--- src/rtl/mem_stage_lsu_if.sv ---
// Bundle of EX-side, data-memory and WB-side signals around the MEM/LSU stage.
// The stage itself connects through the slave modport; its environment connects through master.
interface mem_stage_lsu_if #(
  parameter int unsigned XLEN    = 64,
  parameter int unsigned ADDR_W  = 64,
  parameter int unsigned RADDR_W = 5
);
  localparam int unsigned STRB_W = XLEN / 8;

  // EX -> MEM op
  logic               ex_valid;
  logic               ex_ready;
  logic               ex_ld;
  logic               ex_st;
  logic [1:0]         ex_size;
  logic               ex_unsigned;
  logic [ADDR_W-1:0]  ex_addr;
  logic [XLEN-1:0]    ex_data;
  logic               ex_w_ena;
  logic [RADDR_W-1:0] ex_w_addr;

  // data-memory request / response
  logic               mem_req_valid;
  logic               mem_req_ready;
  logic               mem_req_we;
  logic [ADDR_W-1:0]  mem_req_addr;
  logic [XLEN-1:0]    mem_req_wdata;
  logic [STRB_W-1:0]  mem_req_wstrb;
  logic               mem_rsp_valid;
  logic [XLEN-1:0]    mem_rsp_rdata;

  // MEM -> WB result
  logic               wb_valid;
  logic               wb_ready;
  logic [XLEN-1:0]    m_data;
  logic               m_w_ena;
  logic [RADDR_W-1:0] m_w_addr;
  logic               m_misalign;

  modport slave (
    input  ex_valid, ex_ld, ex_st, ex_size, ex_unsigned, ex_addr, ex_data,
           ex_w_ena, ex_w_addr,
    output ex_ready,
    output mem_req_valid, mem_req_we, mem_req_addr, mem_req_wdata, mem_req_wstrb,
    input  mem_req_ready, mem_rsp_valid, mem_rsp_rdata,
    output wb_valid, m_data, m_w_ena, m_w_addr, m_misalign,
    input  wb_ready
  );

  modport master (
    output ex_valid, ex_ld, ex_st, ex_size, ex_unsigned, ex_addr, ex_data,
           ex_w_ena, ex_w_addr,
    input  ex_ready,
    input  mem_req_valid, mem_req_we, mem_req_addr, mem_req_wdata, mem_req_wstrb,
    output mem_req_ready, mem_rsp_valid, mem_rsp_rdata,
    input  wb_valid, m_data, m_w_ena, m_w_addr, m_misalign,
    output wb_ready
  );
endinterface

--- src/rtl/mem_stage_lsu.sv ---
// MEM pipeline stage with load/store unit: pass-through of ALU results, valid/ready
// data-memory port with sized, sign/zero-extended loads and strobed stores.
module mem_stage_lsu #(
  parameter int unsigned XLEN    = 64,
  parameter int unsigned ADDR_W  = 64,
  parameter int unsigned RADDR_W = 5
) (
  input  logic           clk,
  input  logic           rst,
  mem_stage_lsu_if.slave bus
);
  localparam int unsigned STRB_W = XLEN / 8;
  localparam int unsigned LANE_W = $clog2(STRB_W);

  typedef enum logic [1:0] {
    S_IDLE = 2'd0,
    S_REQ  = 2'd1,
    S_RSP  = 2'd2
  } state_e;

  state_e             r_state;
  state_e             w_state_nxt;

  logic               r_wb_valid;
  logic [XLEN-1:0]    r_m_data;
  logic               r_m_w_ena;
  logic [RADDR_W-1:0] r_m_w_addr;
  logic               r_m_misalign;

  logic               r_req_valid;
  logic               r_req_we;
  logic [ADDR_W-1:0]  r_req_addr;
  logic [XLEN-1:0]    r_req_wdata;
  logic [STRB_W-1:0]  r_req_wstrb;

  logic [1:0]         r_ld_size;
  logic               r_ld_unsigned;
  logic [LANE_W-1:0]  r_ld_lane;
  logic               r_ld_w_ena;
  logic [RADDR_W-1:0] r_ld_w_addr;

  logic               w_wb_valid_nxt;
  logic [XLEN-1:0]    w_m_data_nxt;
  logic               w_m_w_ena_nxt;
  logic [RADDR_W-1:0] w_m_w_addr_nxt;
  logic               w_m_misalign_nxt;
  logic               w_req_valid_nxt;
  logic               w_req_we_nxt;
  logic [ADDR_W-1:0]  w_req_addr_nxt;
  logic [XLEN-1:0]    w_req_wdata_nxt;
  logic [STRB_W-1:0]  w_req_wstrb_nxt;
  logic [1:0]         w_ld_size_nxt;
  logic               w_ld_unsigned_nxt;
  logic [LANE_W-1:0]  w_ld_lane_nxt;
  logic               w_ld_w_ena_nxt;
  logic [RADDR_W-1:0] w_ld_w_addr_nxt;

  logic               w_ex_ready;
  logic               w_accept;
  logic               w_is_mem;
  logic               w_misalign;
  logic [LANE_W-1:0]  w_lane;
  logic [ADDR_W-1:0]  w_aligned_addr;
  logic [XLEN-1:0]    w_wdata;
  logic [7:0]         w_size_mask;
  logic [STRB_W-1:0]  w_wstrb;
  logic [XLEN-1:0]    w_rsp_shift;
  logic [63:0]        w_rsp_64;
  logic [63:0]        w_ext_64;
  logic [XLEN-1:0]    w_ld_data;

  // EX handshake: only idle with a free (or draining) WB slot
  assign w_ex_ready = (r_state == S_IDLE) && (!r_wb_valid || bus.wb_ready);
  assign w_accept   = bus.ex_valid && w_ex_ready;
  assign w_is_mem   = bus.ex_ld || bus.ex_st;
  assign w_lane     = bus.ex_addr[LANE_W-1:0];
  assign w_aligned_addr = {bus.ex_addr[ADDR_W-1:LANE_W], LANE_W'(0)};

  // Natural alignment; doubleword accesses do not exist on a 32-bit datapath
  always_comb begin
    w_misalign = 1'b0;
    unique case (bus.ex_size)
      2'd0:    w_misalign = 1'b0;
      2'd1:    w_misalign = bus.ex_addr[0];
      2'd2:    w_misalign = |bus.ex_addr[1:0];
      default: w_misalign = (|bus.ex_addr[2:0]) || (XLEN == 32);
    endcase
  end

  // Store data replicated to every lane and the matching byte-strobe mask
  always_comb begin
    w_wdata     = bus.ex_data;
    w_size_mask = 8'hFF;
    unique case (bus.ex_size)
      2'd0: begin
        w_wdata     = {STRB_W{bus.ex_data[7:0]}};
        w_size_mask = 8'h01;
      end
      2'd1: begin
        w_wdata     = {(STRB_W / 2){bus.ex_data[15:0]}};
        w_size_mask = 8'h03;
      end
      2'd2: begin
        w_wdata     = {(STRB_W / 4){bus.ex_data[31:0]}};
        w_size_mask = 8'h0F;
      end
      default: begin
        w_wdata     = bus.ex_data;
        w_size_mask = 8'hFF;
      end
    endcase
  end

  assign w_wstrb = STRB_W'(w_size_mask) << w_lane;

  // Load lane extraction and extension from the aligned response word
  assign w_rsp_shift = bus.mem_rsp_rdata >> {r_ld_lane, 3'b000};
  assign w_rsp_64    = 64'(w_rsp_shift);

  always_comb begin
    w_ext_64 = w_rsp_64;
    unique case (r_ld_size)
      2'd0: w_ext_64 = r_ld_unsigned ? {56'd0, w_rsp_64[7:0]}
                                     : {{56{w_rsp_64[7]}}, w_rsp_64[7:0]};
      2'd1: w_ext_64 = r_ld_unsigned ? {48'd0, w_rsp_64[15:0]}
                                     : {{48{w_rsp_64[15]}}, w_rsp_64[15:0]};
      2'd2: w_ext_64 = r_ld_unsigned ? {32'd0, w_rsp_64[31:0]}
                                     : {{32{w_rsp_64[31]}}, w_rsp_64[31:0]};
      default: w_ext_64 = w_rsp_64;
    endcase
  end

  assign w_ld_data = XLEN'(w_ext_64);

  // State register
  always_ff @(posedge clk or negedge rst) begin
    if (!rst) r_state <= S_IDLE;
    else      r_state <= w_state_nxt;
  end

  // Next-state logic
  always_comb begin
    w_state_nxt = r_state;
    unique case (r_state)
      S_IDLE:  if (w_accept && w_is_mem && !w_misalign) w_state_nxt = S_REQ;
      S_REQ:   if (bus.mem_req_ready) w_state_nxt = r_req_we ? S_IDLE : S_RSP;
      S_RSP:   if (bus.mem_rsp_valid) w_state_nxt = S_IDLE;
      default: w_state_nxt = S_IDLE;
    endcase
  end

  // Output / datapath next values; everything holds unless the state acts on it
  always_comb begin
    w_wb_valid_nxt    = r_wb_valid && !bus.wb_ready;
    w_m_data_nxt      = r_m_data;
    w_m_w_ena_nxt     = r_m_w_ena;
    w_m_w_addr_nxt    = r_m_w_addr;
    w_m_misalign_nxt  = r_m_misalign;
    w_req_valid_nxt   = r_req_valid;
    w_req_we_nxt      = r_req_we;
    w_req_addr_nxt    = r_req_addr;
    w_req_wdata_nxt   = r_req_wdata;
    w_req_wstrb_nxt   = r_req_wstrb;
    w_ld_size_nxt     = r_ld_size;
    w_ld_unsigned_nxt = r_ld_unsigned;
    w_ld_lane_nxt     = r_ld_lane;
    w_ld_w_ena_nxt    = r_ld_w_ena;
    w_ld_w_addr_nxt   = r_ld_w_addr;

    unique case (r_state)
      S_IDLE: begin
        if (w_accept) begin
          if (!w_is_mem) begin
            w_wb_valid_nxt   = 1'b1;
            w_m_data_nxt     = bus.ex_data;
            w_m_w_ena_nxt    = bus.ex_w_ena;
            w_m_w_addr_nxt   = bus.ex_w_addr;
            w_m_misalign_nxt = 1'b0;
          end else if (w_misalign) begin
            w_wb_valid_nxt   = 1'b1;
            w_m_data_nxt     = '0;
            w_m_w_ena_nxt    = 1'b0;
            w_m_w_addr_nxt   = bus.ex_w_addr;
            w_m_misalign_nxt = 1'b1;
          end else begin
            w_req_valid_nxt   = 1'b1;
            w_req_we_nxt      = bus.ex_st;
            w_req_addr_nxt    = w_aligned_addr;
            w_req_wdata_nxt   = w_wdata;
            w_req_wstrb_nxt   = w_wstrb;
            w_ld_size_nxt     = bus.ex_size;
            w_ld_unsigned_nxt = bus.ex_unsigned;
            w_ld_lane_nxt     = w_lane;
            w_ld_w_ena_nxt    = bus.ex_w_ena;
            w_ld_w_addr_nxt   = bus.ex_w_addr;
          end
        end
      end
      S_REQ: begin
        if (bus.mem_req_ready) begin
          w_req_valid_nxt = 1'b0;
          // a store retires on the request handshake; no response is awaited
          if (r_req_we) begin
            w_wb_valid_nxt   = 1'b1;
            w_m_data_nxt     = '0;
            w_m_w_ena_nxt    = 1'b0;
            w_m_w_addr_nxt   = r_ld_w_addr;
            w_m_misalign_nxt = 1'b0;
          end
        end
      end
      S_RSP: begin
        if (bus.mem_rsp_valid) begin
          w_wb_valid_nxt   = 1'b1;
          w_m_data_nxt     = w_ld_data;
          w_m_w_ena_nxt    = r_ld_w_ena;
          w_m_w_addr_nxt   = r_ld_w_addr;
          w_m_misalign_nxt = 1'b0;
        end
      end
      default: begin
        w_req_valid_nxt = 1'b0;
      end
    endcase
  end

  // Registered outputs and in-flight op context
  always_ff @(posedge clk or negedge rst) begin
    if (!rst) begin
      r_wb_valid    <= 1'b0;
      r_m_data      <= '0;
      r_m_w_ena     <= 1'b0;
      r_m_w_addr    <= '0;
      r_m_misalign  <= 1'b0;
      r_req_valid   <= 1'b0;
      r_req_we      <= 1'b0;
      r_req_addr    <= '0;
      r_req_wdata   <= '0;
      r_req_wstrb   <= '0;
      r_ld_size     <= 2'd0;
      r_ld_unsigned <= 1'b0;
      r_ld_lane     <= '0;
      r_ld_w_ena    <= 1'b0;
      r_ld_w_addr   <= '0;
    end else begin
      r_wb_valid    <= w_wb_valid_nxt;
      r_m_data      <= w_m_data_nxt;
      r_m_w_ena     <= w_m_w_ena_nxt;
      r_m_w_addr    <= w_m_w_addr_nxt;
      r_m_misalign  <= w_m_misalign_nxt;
      r_req_valid   <= w_req_valid_nxt;
      r_req_we      <= w_req_we_nxt;
      r_req_addr    <= w_req_addr_nxt;
      r_req_wdata   <= w_req_wdata_nxt;
      r_req_wstrb   <= w_req_wstrb_nxt;
      r_ld_size     <= w_ld_size_nxt;
      r_ld_unsigned <= w_ld_unsigned_nxt;
      r_ld_lane     <= w_ld_lane_nxt;
      r_ld_w_ena    <= w_ld_w_ena_nxt;
      r_ld_w_addr   <= w_ld_w_addr_nxt;
    end
  end

  assign bus.ex_ready      = w_ex_ready;
  assign bus.mem_req_valid = r_req_valid;
  assign bus.mem_req_we    = r_req_we;
  assign bus.mem_req_addr  = r_req_addr;
  assign bus.mem_req_wdata = r_req_wdata;
  assign bus.mem_req_wstrb = r_req_wstrb;
  assign bus.wb_valid      = r_wb_valid;
  assign bus.m_data        = r_m_data;
  assign bus.m_w_ena       = r_m_w_ena;
  assign bus.m_w_addr      = r_m_w_addr;
  assign bus.m_misalign    = r_m_misalign;

endmodule
--- src/flat_wrapper.sv ---
// flat-port wrapper written by rule: the top's interface ports become plain ports
module mem_stage_lsu_flat 
#(
  parameter int unsigned XLEN    = 64,
  parameter int unsigned ADDR_W  = 64,
  parameter int unsigned RADDR_W = 5
)
  (clk, rst, bus_ex_valid, bus_ex_ld, bus_ex_st, bus_ex_size, bus_ex_unsigned, bus_ex_addr, bus_ex_data, bus_ex_w_ena, bus_ex_w_addr, bus_ex_ready, bus_mem_req_valid, bus_mem_req_we, bus_mem_req_addr, bus_mem_req_wdata, bus_mem_req_wstrb, bus_mem_req_ready, bus_mem_rsp_valid, bus_mem_rsp_rdata, bus_wb_valid, bus_m_data, bus_m_w_ena, bus_m_w_addr, bus_m_misalign, bus_wb_ready);
  mem_stage_lsu_if #(.XLEN(XLEN), .ADDR_W(ADDR_W), .RADDR_W(RADDR_W)) bus_i ();
  input  logic clk;
  input  logic rst;
  input wire logic [$bits(bus_i.ex_valid)-1:0] bus_ex_valid;
  input wire logic [$bits(bus_i.ex_ld)-1:0] bus_ex_ld;
  input wire logic [$bits(bus_i.ex_st)-1:0] bus_ex_st;
  input wire logic [$bits(bus_i.ex_size)-1:0] bus_ex_size;
  input wire logic [$bits(bus_i.ex_unsigned)-1:0] bus_ex_unsigned;
  input wire logic [$bits(bus_i.ex_addr)-1:0] bus_ex_addr;
  input wire logic [$bits(bus_i.ex_data)-1:0] bus_ex_data;
  input wire logic [$bits(bus_i.ex_w_ena)-1:0] bus_ex_w_ena;
  input wire logic [$bits(bus_i.ex_w_addr)-1:0] bus_ex_w_addr;
  output wire logic [$bits(bus_i.ex_ready)-1:0] bus_ex_ready;
  output wire logic [$bits(bus_i.mem_req_valid)-1:0] bus_mem_req_valid;
  output wire logic [$bits(bus_i.mem_req_we)-1:0] bus_mem_req_we;
  output wire logic [$bits(bus_i.mem_req_addr)-1:0] bus_mem_req_addr;
  output wire logic [$bits(bus_i.mem_req_wdata)-1:0] bus_mem_req_wdata;
  output wire logic [$bits(bus_i.mem_req_wstrb)-1:0] bus_mem_req_wstrb;
  input wire logic [$bits(bus_i.mem_req_ready)-1:0] bus_mem_req_ready;
  input wire logic [$bits(bus_i.mem_rsp_valid)-1:0] bus_mem_rsp_valid;
  input wire logic [$bits(bus_i.mem_rsp_rdata)-1:0] bus_mem_rsp_rdata;
  output wire logic [$bits(bus_i.wb_valid)-1:0] bus_wb_valid;
  output wire logic [$bits(bus_i.m_data)-1:0] bus_m_data;
  output wire logic [$bits(bus_i.m_w_ena)-1:0] bus_m_w_ena;
  output wire logic [$bits(bus_i.m_w_addr)-1:0] bus_m_w_addr;
  output wire logic [$bits(bus_i.m_misalign)-1:0] bus_m_misalign;
  input wire logic [$bits(bus_i.wb_ready)-1:0] bus_wb_ready;
  assign bus_i.ex_valid = bus_ex_valid;
  assign bus_i.ex_ld = bus_ex_ld;
  assign bus_i.ex_st = bus_ex_st;
  assign bus_i.ex_size = bus_ex_size;
  assign bus_i.ex_unsigned = bus_ex_unsigned;
  assign bus_i.ex_addr = bus_ex_addr;
  assign bus_i.ex_data = bus_ex_data;
  assign bus_i.ex_w_ena = bus_ex_w_ena;
  assign bus_i.ex_w_addr = bus_ex_w_addr;
  assign bus_ex_ready = bus_i.ex_ready;
  assign bus_mem_req_valid = bus_i.mem_req_valid;
  assign bus_mem_req_we = bus_i.mem_req_we;
  assign bus_mem_req_addr = bus_i.mem_req_addr;
  assign bus_mem_req_wdata = bus_i.mem_req_wdata;
  assign bus_mem_req_wstrb = bus_i.mem_req_wstrb;
  assign bus_i.mem_req_ready = bus_mem_req_ready;
  assign bus_i.mem_rsp_valid = bus_mem_rsp_valid;
  assign bus_i.mem_rsp_rdata = bus_mem_rsp_rdata;
  assign bus_wb_valid = bus_i.wb_valid;
  assign bus_m_data = bus_i.m_data;
  assign bus_m_w_ena = bus_i.m_w_ena;
  assign bus_m_w_addr = bus_i.m_w_addr;
  assign bus_m_misalign = bus_i.m_misalign;
  assign bus_i.wb_ready = bus_wb_ready;
  mem_stage_lsu #(.XLEN(XLEN), .ADDR_W(ADDR_W), .RADDR_W(RADDR_W)) u_core (.clk(clk), .rst(rst), .bus(bus_i));
endmodule
--- config.mk ---
export PLATFORM = sky130hd
export DESIGN_NAME = mem_stage_lsu_flat
export DESIGN_NICKNAME = d
export VERILOG_FILES = /design/src/rtl/mem_stage_lsu_if.sv /design/src/rtl/mem_stage_lsu.sv /design/src/flat_wrapper.sv
export SDC_FILE = /design/constraint.sdc
export NUM_CORES = 1
export LEC_CHECK = 0
export BUFFER_PORTS_ARGS = -buffer_cell sky130_fd_sc_hd__buf_4
export CORE_AREA = 2 2 163 165
export CTS_CLUSTER_SIZE = 10
export DETAILED_ROUTE_END_ITERATION = 10
export DIE_AREA = 0 0 165 167
export PLACE_DENSITY = 0.76
export SYNTH_ARGS = -nofsm -noshare
export SYNTH_HDL_FRONTEND = slang
export SYNTH_SLANG_ARGS = --single-unit
export TNS_END_PERCENT = 30
--- constraint.sdc ---
create_clock -name clk -period 4.2 [get_ports clk]
set_input_delay 0.84 -clock clk [delete_from_list [all_inputs] [get_ports clk]]
set_output_delay 0.84 -clock clk [all_outputs]
set_load 0.03 [all_outputs]
==> impl_summary.txt, run 1 <==
----------------------------------------------------
[Status]
  Run status ... completed

[Synthesis]
  Avg Synthesized Cell Area ... around 9.3 um2
  Portion of the post-synthesis area used by sequential elements ... approximately 45%
  Number of flops mapped to enable cells by yosys ... 0
  Share of synthesized registers carrying an async set or reset ... 100%
  Mapped Area ... ~12000 um2
  Synth warn ... 0
  Number of distinct library cells after synthesis ... 48
  Most frequently used flop master after synthesis ... dfrtp_1
  Synthesis-stage register bit count ... about 220
  Number of standard cells after synthesis ... 1312

[Detailed routing]
  Count of TritonRoute iterations in the first routing pass ... 6
  Overall routed net length ... between 40000 and 50000 um
  Count of nets left with antenna violations after detail routing ... 0
  Detailed-route via count ... 11231
  DRC viols ... 0
  Drt wl/cell ... between 20 and 25 um
  Starting DRT DRC Count ... between 900 and 1000
  DR vias/cell ... roughly 5.6

[Power and ir drop]
  Power share of the combinational group ... between 50% and 60%
  Worst vdd rail ir drop ... 0.000613 V
  Sequential group share of total power ... between 20% and 30%
  Cell internal pwr ... roughly 7.3 mW
  Clock share of power ... between 10% and 20%
  Power spent charging and discharging nets ... between 6 and 7 mW
  Net Sw Frac ... between 40% and 50%
  Reported leakage power ... a little over 8 nW
  Cell Pwr Density ... roughly 870 nW/um2

[Timing]
  Min Clock Period, post-route ... 3.13 ns
  Actual slew at the worst max-slew pin ... 1.12 ns
  WHS ... 0.346 ns
  Fin. max-slew vios ... 0
  Period Utilization, post-route ... 74.6%
  Highest achievable clock rate ... between 300 and 400 MHz
  Final worst clock skew ... between 0.015 and 0.02 ns
  Unrepaired setup endpoints after global routing ... false
  Slew Limit Headroom ... 25.5%
  Final Worst Setup Slack ... ~1.1 ns
  Final hold vios ... 0
  Setup TNS Final ... 0 ns
  Number of setup violations in the final report ... 0

[Clock tree]
  Buffers inserted by post-CTS timing repair ... 0
  Clk buf depth ... 3
  Clock net sink count ... 221
  CTS tree ... done
  Post-CTS sizing ... 0
  CTS H-tree lvls ... 1
  Total CTS buffers ... 26
  Clk_lat worst skew ... ~0.53 ns
  Library cell used as clock root buffer ... clkbuf_16
  Hold_buf cts ... 0
  Clock slew at the register clock pins of the worst setup and hold paths ... ~0.060 ns

[Layout]
  Diode count ... 0
  Final net count ... 1878
  Fraction of final layout cells with drive strength greater than 1 ... 31.5%
  Post-synthesis to final-layout area growth ... 32.9%
  Number of filler instances in the final layout ... ~2200

[Floorplan]
  Vert. Die Dim ... around 170 um
  Number of primary I/O pins ... 420
  Placement row count ... 59
  Die area ... between 20000 and 30000 um2
  Core area ... about 26000 um2
  Width of the chip ... 165 um
  Effective utilization at floorplan ... 47.3%

[Worst setup path]
  Crit path from ... u_core.r_ld_lane[2]
  Delay-heaviest family, CP ... flip-flops
  Data arrival time of the critical path ... around 3.6 ns
  Critical path startpoint category ... flop
  Crit Reg-Reg Startpoint ... u_core.r_ld_lane[2]
  Kind of end point of the critical path ... flop
  Cells traversed along the worst timing path ... mux4_2 -> o22ai_4 -> a311oi_4 -> buf_4 -> o31ai_2
  Maximum fanout count along the critical path ... 34
  Master of the slowest instance on the critical path ... dfrtp_1
  Biggest cell delay along the critical path ... between 1 and 1.5 ns
  Critical setup path kind ... reg -> reg
  Buffers plus inverters on the worst setup path ... 1
  Endpoint required time on the critical path ... between 4 and 5 ns

[Place]
  Worst slack, placed ... 1.02 ns
  IO Port Bufs ... about 420
  Total half-perimeter wirelength after legalization and detailed placement ... approximately 33000 um
  Placer congestion estimate ... between 0.9 and 1

[GRT]
  All-layer global routing usage ... 31.4%
  Via count of the first global-routing pass ... about 11000
  GRT overflow ... 0
  Antenna violations before repair ... 1
  Maximum number of pins on one net before global-route repair ... between 150 and 200
  Global-route wire length before repair ... 66100 um

[Job]
  Max-capacitance violation count ... 0

[Worst hold path]
  Worst Hold Class ... in -> async

----------------------------------------------------
[worst paths after layout]
path | to | slack, ns | cells past startpoint
setup / recovery | u_core.bus.m_data[44] | 1.07 | 5
hold / removal | u_core.bus.mem_req_wdata[2] | 0.35 | 1
setup reg to reg | u_core.bus.m_data[44] | 1.07 | 5
hold reg to reg | u_core.bus.mem_req_addr[32] | 0.47 | 2
max in group asynchronous | u_core.bus.m_data[30] | 2.87 | 2
min in group clk | u_core.bus.mem_req_addr[32] | 0.47 | 2
[final cells by class]
| cell class | count | area [um2] | area share, % |
|---|---|---|---|
| multi-input combinational | 974 | 6190 | 38.2 |
| clock inverter | 1 | 30.0 | 0.185 |
| tap | 335 | 419 | 2.59 |
| timing repair buffer | 434 | 3300 | 20.4 |
| clock buffer | 32 | 704 | 4.35 |
| sequential | 221 | 5530 | 34.1 |
| inverter | 7 | 26.3 | 0.162 |
[sequential cells by signal, indices dropped and copies added, names as in the netlist]
register,cells
u_core.bus.m_data,64
u_core.bus.m_misalign,1
u_core.bus.m_w_addr,5
u_core.bus.m_w_ena,1
u_core.bus.mem_req_addr,61
u_core.bus.mem_req_valid,1
u_core.bus.mem_req_wdata,64
u_core.bus.mem_req_we,1
u_core.bus.mem_req_wstrb,8
u_core.bus.wb_valid,1
u_core.r_ld_lane,3
u_core.r_ld_size,2
u_core.r_ld_unsigned,1
u_core.r_ld_w_addr,5
u_core.r_ld_w_ena,1
u_core.r_state,2
[worst register-to-register path: stages (launching register included)]
cell,delay (ns)
dfrtp_1,1.07
mux4_2,0.75
o22ai_4,0.50
a311oi_4,0.05
buf_4,0.34
o31ai_2,0.33
[per-stage QoR]
step	cell area, um2	util [%]	std cells	power [mW]
after global placement	15500	60.1	1971	11.9
after CTS	16200	62.9	2004	14.1
after global routing	16200	62.9	2004	14.9
after detailed placement	15500	60.1	1971	12.0
final	16200	62.9	2004	14.1
after floorplan	12200	-	1314	9.11
[per-layer routing]
metal	track usage, %	share of wire (%)
met5	0	0
met2	48.6	46
met1	43.2	41
met4	12.8	4.3
met3	6.35	9.0
[power by group through the flow]
| stage | Clock, mW | Sequential, mW | Combinational, mW |
|---|---|---|---|
| 3_3_place_gp | 0 | 3.90 | 7.99 |
| 5_1_grt | 2.18 | 4.05 | 8.65 |
| 4_1_cts | 2.09 | 3.91 | 8.14 |
| 2_1_floorplan | 0 | 5.59 | 3.53 |
| 3_5_place_dp | 0 | 3.93 | 8.11 |
| 6_report | 2.06 | 3.93 | 8.16 |
[cells by family (layout without fill, tap and decap cells)]
kind of cell | Yosys count | count (layout) | synth area share [%]
other cells | 1 | 3 | 0.0307
mux | 178 | 178 | 16.4
compound gates | 273 | 273 | 15.7
flops | 221 | 221 | 45.3
buf+inv | 119 | 474 | 4.26
simple gates | 515 | 515 | 17.7
fa+ha+maj | 5 | 5 | 0.513
[synth_stat cells, types with 5 or more instances]
master | n | area [um2]
a21o_1 | 14 | 105
nor2b_1 | 11 | 68.8
mux2_1 | 15 | 169
buf_1 | 12 | 45.0
and2_1 | 36 | 225
buf_6 | 5 | 56.3
a31oi_1 | 9 | 56.3
o21ai_1 | 54 | 270
o31ai_1 | 10 | 75.1
clkbuf_1 | 77 | 289
o22ai_1 | 22 | 138
ha_1 | 5 | 62.6
buf_4 | 5 | 37.5
inv_1 | 5 | 18.8
o211ai_1 | 16 | 120
mux4_2 | 16 | 360
dfrtp_1 | 221 | 5530
mux2i_1 | 144 | 1440
a221oi_1 | 10 | 87.6
nand3_1 | 18 | 90.1
a211oi_1 | 25 | 188
buf_2 | 13 | 65.1
nand2_1 | 355 | 1330
o21ai_0 | 13 | 65.1
o31ai_2 | 30 | 375
nor3_1 | 12 | 60.1
nand2b_1 | 20 | 125
nor2_1 | 57 | 214
a21oi_1 | 56 | 280
[cell usage in the layout (no fill, tap or decap), drive strengths merged, types with 5 or more instances in the layout]
cell type,n
buf,434
nand2,355
dfrtp,221
mux2i,144
o21ai,67
nor2,57
a21oi,56
o31ai,40
and2,36
clkbuf,32
a211oi,25
o22ai,23
nand2b,20
nand3,18
mux2,18
mux4,16
o211ai,16
a21o,14
nor3,12
nor2b,11
a221oi,10
a31oi,9
inv,7
ha,5
No activity file was read; power rests on OpenSTA's default activity.
==> run 2: changes to the inputs <==
clock period = 3 ns   (was 4.2 ns; I/O delays follow)
==> impl_summary.txt, run 2 (same netlist as run 1, synthesis figures left out) <==
----------------------------------------------------
[Floorplan]
  Number of primary I/O pins ... 420 (unchanged)
  Effective utilization at floorplan ... 47.3% (unchanged)
  Die area ... 27600 um2 (unchanged)
  Vert. Die Dim ... 167 um (unchanged)
  Placement row count ... 59 (unchanged)
  Width of the chip ... 165 um (unchanged)
  Core area ... 25800 um2 (unchanged)

[Layout]
  Leading cell types in the layout, fill and taps excluded ... buf_4 (434), nand2_1 (354), dfrtp_1 (219)
  Final net count ... 1890 (+0.64%)
  Post-synthesis to final-layout area growth ... 34.5%
  Fraction of final layout cells with drive strength greater than 1 ... 31.9% (+0.45 points)
  Post-route core utilization ... 63.7% (+0.75 points)
  Most common library cell in the layout ignoring fill and taps ... buf_4

[Clock tree]
  CTS tree ... done
  Clock slew at the register clock pins of the worst setup and hold paths ... 0.06 ns (about the same)
  Clk_lat worst skew ... 0.54 ns (about the same)
  Post-CTS sizing ... 0 (unchanged)
  Total CTS buffers ... 27 (+3.8%)
  Buffers inserted by post-CTS timing repair ... 0 (unchanged)
  Clk buf depth ... 3 (unchanged)
  Library cell used as clock root buffer ... clkbuf_16
  Hold_buf cts ... 0 (unchanged)
  Clock net sink count ... 221 (unchanged)
  CTS H-tree lvls ... 1 (unchanged)

[GRT]
  Via count of the first global-routing pass ... 10997 (+0.18%)
  Met1 GRT Util ... 43.6% (+0.39 points)
  Antenna violations before repair ... 2 (+1)
  All-layer global routing usage ... 31.2% (-0.20 points)
  Maximum number of pins on one net before global-route repair ... 112 (-35%)
  Met3 layer usage reported by global route ... 4.71% (-1.6 points)
  Global-route wire length before repair ... 65800 um (-0.55%)
  Most congested layer reported by global routing ... met2
  Met2 usage ... 49.7% (+1.1 points)
  GRT overflow ... 0 (unchanged)

[Status]
  Run status ... completed

[Timing]
  Highest achievable clock rate ... 389 MHz (+22%)
  Min Clock Period, post-route ... 2.57 ns (-0.561 ns)
  Period Utilization, post-route ... 85.7% (+11 points)
  Fin. max-slew vios ... 0 (unchanged)
  Final worst clock skew ... 0.0258 ns (+0.00713 ns)
  Unrepaired setup endpoints after global routing ... false
  Number of setup violations in the final report ... 0 (unchanged)
  Setup TNS Final ... 0 ns (unchanged)
  Final hold vios ... 0 (unchanged)
  Actual slew at the worst max-slew pin ... 1.03 ns (-0.0871 ns)
  WHS ... 0.0261 ns (-0.320 ns)
  Slew Limit Headroom ... 31.1% (+5.6 points)

[Detailed routing]
  Drt wl/cell ... 21.5 um (-1.6%)
  Starting DRT DRC Count ... 964 (-3.1%)
  Detailed-route via count ... 11258 (+0.24%)
  Count of TritonRoute iterations in the first routing pass ... 7 (+1)
  Count of nets left with antenna violations after detail routing ... 0 (unchanged)
  Overall routed net length ... 43600 um (-0.75%)
  DR vias/cell ... 5.57 (-0.65%)
  DRC viols ... 0 (unchanged)

[Place]
  Placer congestion estimate ... 0.913 (-0.74%)
  Total half-perimeter wirelength after legalization and detailed placement ... 33500 um (+1.6%)
  IO Port Bufs ... 416 (unchanged)

[Power and ir drop]
  Power share of the combinational group ... 58.5% (+0.8 points)
  Sequential group share of total power ... 27.0% (-0.7 points)
  Worst vdd rail ir drop ... 0.000784 V (+28%)
  Power spent charging and discharging nets ... 9.53 mW (+40%)
  Cell Pwr Density ... 1220 nW/um2 (+40%)
  Reported leakage power ... 8.25 nW (+1.2%)
  Clock share of power ... 14.4% (-0.2 points)
  Cell internal pwr ... 10.4 mW (+42%)
  Net Sw Frac ... 47.7% (-0.40 points)

[Worst setup path]
  Maximum fanout count along the critical path ... 57 (+68%)
  Endpoint required time on the critical path ... 3.41 ns (-1.22 ns)
  Kind of end point of the critical path ... flop
  Register-to-Register Path Depth ... 8 (+3)
  Critical setup path kind ... reg -> reg
  Crit Reg-Reg Startpoint ... u_core.r_state[0]
  Data arrival time of the critical path ... 2.98 ns (-0.58 ns)
  Critical path startpoint category ... flop
  Slack of the worst reg-to-reg path ... 0.43 ns (-0.64 ns)
  Worst flop-to-flop path endpoint ... u_core.bus.m_data[36]

[Job]
  Max-capacitance violation count ... 0 (unchanged)

[Worst hold path]
  Worst Hold Class ... in -> async

----------------------------------------------------
-- run 2: per-layer routing --
metal | wire length [um] | vias to the layer above
li1 | - | 5272
met1 | 18200 | 5378
met2 | 20500 | 531
met3 | 3330 | 77
met4 | 1500 | 0
met5 | 0 | -
-- run 2: worst max-delay path, stage by stage (launching register included) --
cell and delay (ns):
dfrtp_1 0.39, inv_1 0.10, ha_1 0.27, nor2b_1 0.18, a211oi_1 0.44, a41o_2 0.32
buf_12 0.30, mux2i_1 0.32, o31ai_2 0.10
-- run 2: per-stage QoR --
step	instances	setup slack [ns]	instance area (um2)	power, mW
CTS	2021	0.457	16400	20.0
finish	2022	0.428	16400	20.0
global placement	1982	0.411	15600	16.8
global route	2022	0.267	16400	21.0
detailed placement	1982	0.356	15600	17.1
floorplan	1314	0.561	12200	12.8
-- run 2: power groups by stage --
stage / combinational [mW] / sequential, mW / clock, mW
5_1_grt: 12.4 / 5.56 / 3.04
4_1_cts: 11.7 / 5.39 / 2.92
6_report: 11.7 / 5.40 / 2.88
2_1_floorplan: 4.94 / 7.82 / 0
3_3_place_gp: 11.5 / 5.37 / 0
3_5_place_dp: 11.6 / 5.42 / 0
-- run 2: final cells by class --
| class | instances | area [um2] |
|---|---|---|
| multi-input combinational | 974 | 6190 |
| sequential | 221 | 5530 |
| clock buffer | 38 | 747 |
| clock inverter | 1 | 8.76 |
| antenna | 1 | 2.50 |
| tap | 335 | 419 |
| fill | 2142 | 9360 |
| inverter | 7 | 26.3 |
| timing repair buffer | 445 | 3470 |
-- run 2: worst max-delay path by stage --
stage,start,slack (ns),end,cells past startpoint
finish,u_core.r_state[0],0.43,u_core.bus.m_data[36],8
global route,u_core.r_state[0],0.27,u_core.bus.m_data[36],8
CTS,u_core.r_state[0],0.46,u_core.bus.m_data[36],8
detailed placement,bus_ex_addr[1],0.36,u_core.r_state[0],6
global placement,bus_ex_addr[1],0.41,u_core.r_state[0],6
floorplan,u_core.r_state[0],0.56,u_core.bus.m_data[58],10
==> run 3: changes to the inputs <==
==> constraint.sdc (replaced) <==
create_clock -name clk -period 3 [get_ports clk]
set_input_delay 0.45 -clock clk [delete_from_list [all_inputs] [get_ports clk]]
set_output_delay 0.45 -clock clk [all_outputs]
set_load 0.03 [all_outputs]
==> impl_summary.txt, run 3 (same netlist as run 1, synthesis figures left out) <==
----------------------------------------------------
[Timing]
  WHS ... 0.114 ns (+0.0883 ns)
  Final worst clock skew ... 0.0163 ns (-0.00944 ns)
  Min Clock Period, post-route ... 2.73 ns (+0.156 ns)
  Period Utilization, post-route ... 90.9% (+5.2 points)
  Actual slew at the worst max-slew pin ... 0.681 ns (-0.349 ns)
  Unrepaired setup endpoints after global routing ... false
  Slew Limit Headroom ... 54.6% (+24 points)
  Final hold vios ... 0 (unchanged)
  Highest achievable clock rate ... 367 MHz (-5.7%)
  Fin. max-slew vios ... 0 (unchanged)
  Setup TNS Final ... 0 ns (unchanged)
  Number of setup violations in the final report ... 0 (unchanged)

[Power and ir drop]
  Overall power of the completed layout ... 20.0 mW (about the same)
  Worst vdd rail ir drop ... 0.000813 V (+3.7%)
  Net Sw Frac ... 48.0% (+0.32 points)
  Cell Pwr Density ... 1220 nW/um2 (+0.32%)
  Power share of the combinational group ... 58.5% (about the same)
  Reported leakage power ... 8.22 nW (-0.36%)
  Power spent charging and discharging nets ... 9.58 mW (+0.60%)
  Clock share of power ... 14.3% (about the same)
  Sequential group share of total power ... 27.1% (about the same)
  Cell internal pwr ... 10.4 mW (-0.70%)

[Clock tree]
  Hold_buf cts ... 1 (+1)
  CTS tree ... done
  Library cell used as clock root buffer ... clkbuf_16
  Clk buf depth ... 3 (unchanged)
  Buffers inserted by post-CTS timing repair ... 0 (unchanged)
  CTS H-tree lvls ... 1 (unchanged)
  Clk_lat worst skew ... 0.53 ns (about the same)
  Total CTS buffers ... 26 (-3.7%)
  Clock net sink count ... 221 (unchanged)
  Clock slew at the register clock pins of the worst setup and hold paths ... 0.06 ns (about the same)
  Post-CTS sizing ... 0 (unchanged)

[GRT]
  Maximum number of pins on one net before global-route repair ... 85 (-24%)
  Global-route wire length before repair ... 65900 um (+0.19%)
  All-layer global routing usage ... 31.4% (+0.13 points)
  GRT overflow ... 0 (unchanged)
  Antenna violations before repair ... 1 (-1)
  Via count of the first global-routing pass ... 10847 (-1.4%)

[Layout]
  Leading cell types in the layout, fill and taps excluded ... buf_4 (436), nand2_1 (354), dfrtp_1 (219)
  Fraction of final layout cells with drive strength greater than 1 ... 31.8% (-0.10 points)
  Most common library cell in the layout ignoring fill and taps ... buf_4
  Post-route core utilization ... 63.4% (-0.25 points)
  Final net count ... 1889 (-0.053%)
  Number of filler instances in the final layout ... 2189 (+2.2%)
  Post-synthesis to final-layout area growth ... 34.0%

[Detailed routing]
  Overall routed net length ... 44100 um (+1.3%)
  Starting DRT DRC Count ... 1202 (+25%)
  DRC viols ... 0 (unchanged)
  Count of TritonRoute iterations in the first routing pass ... 5 (-2)
  DR vias/cell ... 5.67 (+1.8%)
  Drt wl/cell ... 21.9 um (+1.5%)
  Count of nets left with antenna violations after detail routing ... 0 (unchanged)
  Detailed-route via count ... 11433 (+1.6%)

[Place]
  IO Port Bufs ... 416 (unchanged)
  Placer congestion estimate ... 0.956 (+4.8%)
  Total half-perimeter wirelength after legalization and detailed placement ... 33300 um (-0.76%)

[Floorplan]
  Core area ... 25800 um2 (unchanged)
  Effective utilization at floorplan ... 47.3% (unchanged)
  Width of the chip ... 165 um (unchanged)
  Placement row count ... 59 (unchanged)
  Die area ... 27600 um2 (unchanged)
  Number of primary I/O pins ... 420 (unchanged)
  Vert. Die Dim ... 167 um (unchanged)

[Worst setup path]
  Critical path startpoint category ... flop
  Endpoint required time on the critical path ... 3.43 ns (+0.02 ns)
  Critical setup path kind ... reg -> reg
  Data arrival time of the critical path ... 3.16 ns (+0.18 ns)
  Kind of end point of the critical path ... flop
  Maximum fanout count along the critical path ... 45 (-21%)

[Status]
  Run status ... completed

[Job]
  Max-capacitance violation count ... 0 (unchanged)

[Worst hold path]
  Worst Hold Class ... in -> reg

----------------------------------------------------
==> run 3: cell count changes in the layout (fill, tap and decap cells not counted) <==
cell and delta:
clkinv_4 -1, clkbuf_8 -1, clkbuf_1 -2, buf_12 -3
dlygate4sd3_1 +1, buf_4 +2
==> run 3: final cells by class <==
type / instances / area (um2) / area share (%)
multi-input combinational: 974 / 6190 / 37.9
clock buffer: 35 / 726 / 4.44
antenna: 1 / 2.50 / 0.0153
tap: 335 / 419 / 2.57
sequential: 221 / 5530 / 33.9
inverter: 7 / 26.3 / 0.161
timing repair buffer: 445 / 3440 / 21.0
==> run 3: power by group through the flow <==
stage	clock, mW	combinational (mW)	sequential [mW]
floorplan	0	4.94	7.82
global placement	0	11.5	5.38
detailed placement	0	11.6	5.42
CTS	2.87	11.6	5.40
global route	3.02	12.3	5.58
finish	2.86	11.7	5.42
==> run 3: path summary, 6_finish.rpt <==
| check | startpoint | to | slack [ns] | cells after the start |
|---|---|---|---|---|
| min in group asynchronous | rst | u_core.bus.mem_req_addr[61] | 0.50 | 2 |
| setup reg to reg | u_core.r_state[0] | u_core.bus.m_data[32] | 0.27 | 8 |
| hold / removal | bus_ex_addr[7] | u_core.bus.mem_req_addr[7] | 0.11 | 3 |
| setup / recovery | u_core.r_state[0] | u_core.bus.m_data[32] | 0.27 | 8 |
| hold reg to reg | u_core.bus.mem_req_addr[27] | u_core.bus.mem_req_addr[27] | 0.47 | 2 |
| max in group asynchronous | rst | u_core.bus.mem_req_wstrb[4] | 1.66 | 3 |
==> run 3: routing by layer <==
layer	vias up	GRT usage [%]	share of wire, %
li1	5262	-	-
met1	5452	44.4	41
met2	621	47.7	46
met3	98	5.78	9.0
met4	0	12.1	4.2
met5	-	0	0
==> run 3: per-stage QoR <==
step           cell area [um2]  worst slack (ns)  std cells
6_report                 16300             0.272       2018
5_1_grt                  16300            0.0512       2018
4_1_cts                  16300             0.308       2017
3_5_place_dp             15600             0.314       1981
3_3_place_gp             15600             0.389       1981
2_1_floorplan            12200             0.561       1314
==> run 3: worst max-delay path: stages, from the launching register on <==
cell	delay (ns)
dfrtp_1	0.39
inv_1	0.10
ha_1	0.27
nor2b_1	0.18
a211oi_1	0.44
a41o_2	0.47
nand2_2	0.11
buf_4	0.34
o31ai_1	0.30
